### config.mk
export PLATFORM = sky130hd
export DESIGN_NAME = hazard_dest_tracker
export DESIGN_NICKNAME = d
export VERILOG_FILES = /design/src/rtl/hazard_pkg.sv /design/src/rtl/hazard_slot.sv /design/src/rtl/hazard_dest_tracker.sv
export SDC_FILE = /design/constraint.sdc
export NUM_CORES = 1
export LEC_CHECK = 0
export ABC_AREA = 1
export CAP_MARGIN = 15
export CORE_ASPECT_RATIO = 0.9
export CORE_MARGIN = 2
export CORE_UTILIZATION = 52
export CTS_BUF_LIST = sky130_fd_sc_hd__clkbuf_2 sky130_fd_sc_hd__clkbuf_4 sky130_fd_sc_hd__clkbuf_8
export CTS_CLUSTER_DIAMETER = 100
export CTS_CLUSTER_SIZE = 10
export DETAILED_ROUTE_END_ITERATION = 10
export GPL_TIMING_DRIVEN = 0
export HOLD_SLACK_MARGIN = 0.15
export PLACE_DENSITY = 0.81
export SYNTH_ARGS = -nofsm -noshare
export SYNTH_HDL_FRONTEND = slang
export SYNTH_HIERARCHICAL = 1
export SYNTH_SLANG_ARGS = --single-unit
### constraint.sdc
create_clock -name clk -period 4.62 [get_ports clk]
set_clock_uncertainty 0.1 [all_clocks]
set_input_delay 1.155 -clock clk [delete_from_list [all_inputs] [get_ports clk]]
set_output_delay 1.155 -clock clk [all_outputs]
set_load 0.05 [all_outputs]
### src/rtl/hazard_pkg.sv
// Shared types and encodings for the hazard/destination tracker of the 8-register core.
package hazard_pkg;

    localparam int NUM_REGS = 8;
    localparam int REG_W    = $clog2(NUM_REGS);

    typedef struct packed {
        logic             v;
        logic [REG_W-1:0] rd;
        logic             ld;
    } slot_t;

    localparam logic [1:0] FWD_RF  = 2'b00;
    localparam logic [1:0] FWD_MEM = 2'b01;
    localparam logic [1:0] FWD_WB  = 2'b10;

    function automatic logic src_hit(input logic used, input logic [REG_W-1:0] src,
                                     input slot_t s);
        return used && s.v && (src == s.rd);
    endfunction

endpackage

### src/rtl/hazard_slot.sv
// One in-flight destination slot: async clear, hold while memory stalls, bubble on load.
module hazard_slot
    import hazard_pkg::*;
(
    input  logic  clk,
    input  logic  rst,
    input  logic  hold,
    input  logic  bubble,
    input  slot_t d,
    output slot_t q
);

    always_ff @(posedge clk or posedge rst) begin
        if (rst)
            q <= '0;
        else if (!hold)
            q <= bubble ? '0 : d;
    end

endmodule

### src/rtl/hazard_dest_tracker.sv
// Tracks in-flight destinations EX/MEM/WB and raises the decode stall on RAW hazards.
// Optional bypass selects and load-use-only stalling are enabled with `HAZARD_FWD_EN.
module hazard_dest_tracker
    import hazard_pkg::*;
(
    input  logic             clk,
    input  logic             rst,
    input  logic             id_valid,
    input  logic [REG_W-1:0] id_rs,
    input  logic [REG_W-1:0] id_rt,
    input  logic             id_rs_used,
    input  logic             id_rt_used,
    input  logic [REG_W-1:0] id_rd,
    input  logic             id_ws_reg,
    input  logic             id_is_load,
    input  logic             flush,
    input  logic             mem_stall,
    output logic             stall,
    output logic [REG_W-1:0] wb_rd,
    output logic             wb_we,
`ifdef HAZARD_FWD_EN
    output logic [1:0]       ex_fwd_rs,
    output logic [1:0]       ex_fwd_rt,
`endif
    output logic [15:0]      stall_cnt
);

    function automatic logic [15:0] sat_inc(input logic [15:0] v);
        return (v == 16'hFFFF) ? v : v + 16'd1;
    endfunction

    slot_t ex_slot_p0, mem_slot_p1, wb_slot_p2;
    slot_t id_slot;
    logic  hit_ex, hit_mem;
    logic  issue, ex_load;

    assign hit_ex  = src_hit(id_rs_used, id_rs, ex_slot_p0)  || src_hit(id_rt_used, id_rt, ex_slot_p0);
    assign hit_mem = src_hit(id_rs_used, id_rs, mem_slot_p1) || src_hit(id_rt_used, id_rt, mem_slot_p1);

`ifdef HAZARD_FWD_EN
    // With bypassing only a load still in EX cannot supply its result in time.
    assign stall = id_valid && !flush && hit_ex && ex_slot_p0.ld;
`else
    assign stall = id_valid && !flush && (hit_ex || hit_mem);
`endif

    assign issue   = id_valid && !stall && !flush;
    assign ex_load = issue && id_ws_reg;
    assign id_slot = '{v: 1'b1, rd: id_rd, ld: id_is_load};

    // ID -> EX boundary
    hazard_slot u_slot_ex (
        .clk(clk), .rst(rst), .hold(mem_stall), .bubble(!ex_load),
        .d(id_slot), .q(ex_slot_p0)
    );

    // EX -> MEM boundary
    hazard_slot u_slot_mem (
        .clk(clk), .rst(rst), .hold(mem_stall), .bubble(1'b0),
        .d(ex_slot_p0), .q(mem_slot_p1)
    );

    // MEM -> WB boundary
    hazard_slot u_slot_wb (
        .clk(clk), .rst(rst), .hold(mem_stall), .bubble(1'b0),
        .d(mem_slot_p1), .q(wb_slot_p2)
    );

    assign wb_we = wb_slot_p2.v;
    assign wb_rd = wb_slot_p2.rd;

    // The load flag is only meaningful while the producer can still be in EX.
    logic unused_wb_ld;
    assign unused_wb_ld = wb_slot_p2.ld;

`ifdef HAZARD_FWD_EN
    function automatic logic [1:0] fwd_sel(input logic used, input logic [REG_W-1:0] src,
                                           input slot_t ex_s, input slot_t mem_s);
        if (src_hit(used, src, ex_s))
            return FWD_MEM;
        else if (src_hit(used, src, mem_s))
            return FWD_WB;
        return FWD_RF;
    endfunction

    always_ff @(posedge clk or posedge rst) begin
        if (rst) begin
            ex_fwd_rs <= FWD_RF;
            ex_fwd_rt <= FWD_RF;
        end else if (!mem_stall) begin
            ex_fwd_rs <= issue ? fwd_sel(id_rs_used, id_rs, ex_slot_p0, mem_slot_p1) : FWD_RF;
            ex_fwd_rt <= issue ? fwd_sel(id_rt_used, id_rt, ex_slot_p0, mem_slot_p1) : FWD_RF;
        end
    end
`endif

    always_ff @(posedge clk or posedge rst) begin
        if (rst)
            stall_cnt <= '0;
        else if (stall && !mem_stall)
            stall_cnt <= sat_inc(stall_cnt);
    end

endmodule

==> impl_metrics.env <==
export IMPL_htree_levels=1
export IMPL_drv_slew=0
export IMPL_dpl_cell_count=365
export IMPL_root_buffer="clkbuf_8"
export IMPL_slew_headroom_pct=55.0
export IMPL_fp_dieH_um=61.5
export IMPL_layout_setup_ws_ps=399
export IMPL_hold_path_depth=2
export IMPL_vias=1845
export IMPL_r2r_slack_ps=2860
export IMPL_postCtsHoldBufs=0
export IMPL_worst_setup_path_end_kind="primary output"
export IMPL_initial_core_util_pct=55.3
export IMPL_cp_top_family="buffers and inverters"
export IMPL_diodes=0
export IMPL_drt_first_pass_iters=4
export IMPL_wirelength_mm=4.35
export IMPL_clock_latency_ps=280
export IMPL_p_per_area_mw_per_mm2=210
export IMPL_ir_drop_v=0.000180
export IMPL_clk_pin_slew_ps=90
export IMPL_critical_path_most_common_cell="nand2_1"
export IMPL_grt_overflow_total=0
export IMPL_grt_pass1_wl_mm=7.40
export IMPL_rows=20
export IMPL_place_area_mm2=0.00234
export IMPL_r2r_start="stall_cnt[0]"
export IMPL_fmax_mhz=237
export IMPL_io_buffer_count=37
export IMPL_cts_tree="done"
export IMPL_synth_warnings=6
export IMPL_post_drt_via_cell_ratio=5.00
export IMPL_startpoint_type="input port"
export IMPL_rsz0062_at_grt="no"
export IMPL_clock_sinks=28
export IMPL_drive_gt1_share_pct=8.31
export IMPL_fin_crit_ps=4220
export IMPL_tightest_slew_ps=673
export IMPL_synth_area_per_cell_um2=6.74
export IMPL_drtIter0Drc=119
export IMPL_synth_area_mm2=0.00191
export IMPL_period_share_pct=91.4
export IMPL_cp_startpoint="id_rt[2]"
export IMPL_crit_cells=11
export IMPL_cts_made_buffers=3
export IMPL_arrival_ps=2970
export IMPL_die_area_mm2=0.00417
export IMPL_cp_max_fo=10
export IMPL_core_mm2=0.00345
export IMPL_fin_setup_tns_ps=0
export IMPL_cp_required_ps=3370
export IMPL_setup_viol=0
export IMPL_hp_class="register to register"
export IMPL_place_congestion=0.928
export IMPL_preCtsSetupSlack_ps=34.3
export IMPL_path_buf_inv=4
export IMPL_worstSetupPathType="input port to primary output"
export IMPL_hpwlAfterDp_mm=3.32
export IMPL_hp_start="u_slot_wb/q[3]"
export IMPL_antenna_found_initial=0
export IMPL_die_w_um=67.9
export IMPL_clk_path_buf_depth=2
export IMPL_ant_nets=0
export IMPL_stdcell_area_mm2=0.00241
export IMPL_wl_per_cell_um=11.8
export IMPL_status="complete, no violations"
export IMPL_cpMaxStageDelayCell="clkdlybuf4s50_1"
export IMPL_io_pins=39
export IMPL_critPathMaxStageDelay_ps=540
export IMPL_hold_violations=0
export IMPL_maxCapViolCount=0
export IMPL_drc=0
export IMPL_nNetsFinal=345
export IMPL_path_cells="clkdlybuf4s50_1, inv_2, nand2_1, nand2_1, nor2_1, nand2_1, nand2_1, nor2_4, nor2_8, buf_6, dlymetal6s2s_1"
export IMPL_grt_max_degree=17
export IMPL_synthCells=283
export IMPL_p_leak_nw=1.28
export IMPL_first_global_vias=1606
export IMPL_grt_util_all_layers_pct=23.3
export IMPL_syn_to_final_growth_pct=26.4
export IMPL_reg2reg_depth=7
export IMPL_fin_cells=369
[worst register-to-register path, stage by stage, from the launching register on]
cell	delay [ps]
dfrtp_1	420
ha_1	220
nand2_2	110
nor2_4	200
nand4_4	170
buf_2	250
nand4_1	110
nand2_1	60
[repair_timing]
action                     CTS  global route
setup buffers                0             0
resized for setup            0             1
setup endpoints to repair    0             1
[routing by layer]
layer,global-route usage [%],routed length [µm],vias to the layer above
met4,3.43,19,0
met2,36.0,1930,66
met1,35.6,2140,815
li1,-,-,962
met3,3.29,269,2
met5,0,0,-
[sequential cells by signal, indices dropped and copies added, names as in the netlist]
register,count
u_slot_wb/q,4
u_slot_ex/q,4
u_slot_mem/q,4
stall_cnt,16
[cell type report]
type | count | area (µm²)
Multi-Input combinational cell | 217 | 1050
Fill cell | 303 | 1040
Sequential cell | 28 | 701
Timing Repair Buffer | 37 | 373
Inverter | 34 | 128
Tap cell | 44 | 55.1
Clock buffer | 3 | 41.3
Buffer | 5 | 35.0
Clock inverter | 1 | 30.0
[stage by stage]
| stage | util (%) | total power, mW | hold WS, ps |
|---|---|---|---|
| detailed placement | 67.7 | 0.320 | 368 |
| CTS | 69.7 | 0.512 | 407 |
| global route | 69.8 | 0.534 | 430 |
| floorplan | - | 0.291 | 384 |
| global placement | 67.7 | 0.318 | 376 |
| finish | 69.8 | 0.507 | 395 |
[power breakdown]
group / switching, mW / total (mW) / internal (mW)
registers: 0.00504 / 0.254 / 0.248
clock network: 0.0764 / 0.192 / 0.116
logic: 0.0372 / 0.0614 / 0.0242
[placed cells by master (no fill, tap or decap)]
cell type and instances:
ha_1 1, inv_1 27, clkbuf_1 2, nand3_1 12
inv_2 7, buf_6 2, nand2_2 3, conb_1 3
nor2_2 2, nor2_1 22, clkbuf_8 3, dlymetal6s2s_1 1
nor3_1 2, xor2_1 8, nand2_1 131, bufinv_16 1
clkdlybuf4s50_1 36, buf_2 1, nand4_4 2, nor2_4 5
nand4_1 19, a21oi_1 3, xnor2_1 3, nor2_8 1
dfrtp_1 28
[worst paths after layout]
check / endpoint
max in group asynchronous: stall_cnt[3]
min reg2reg: u_slot_wb/q[3]
max: stall
min in group asynchronous: u_slot_wb/q[4]
max reg2reg: stall_cnt[3]
min: u_slot_wb/q[3]
(Power assumes the default switching activity.)
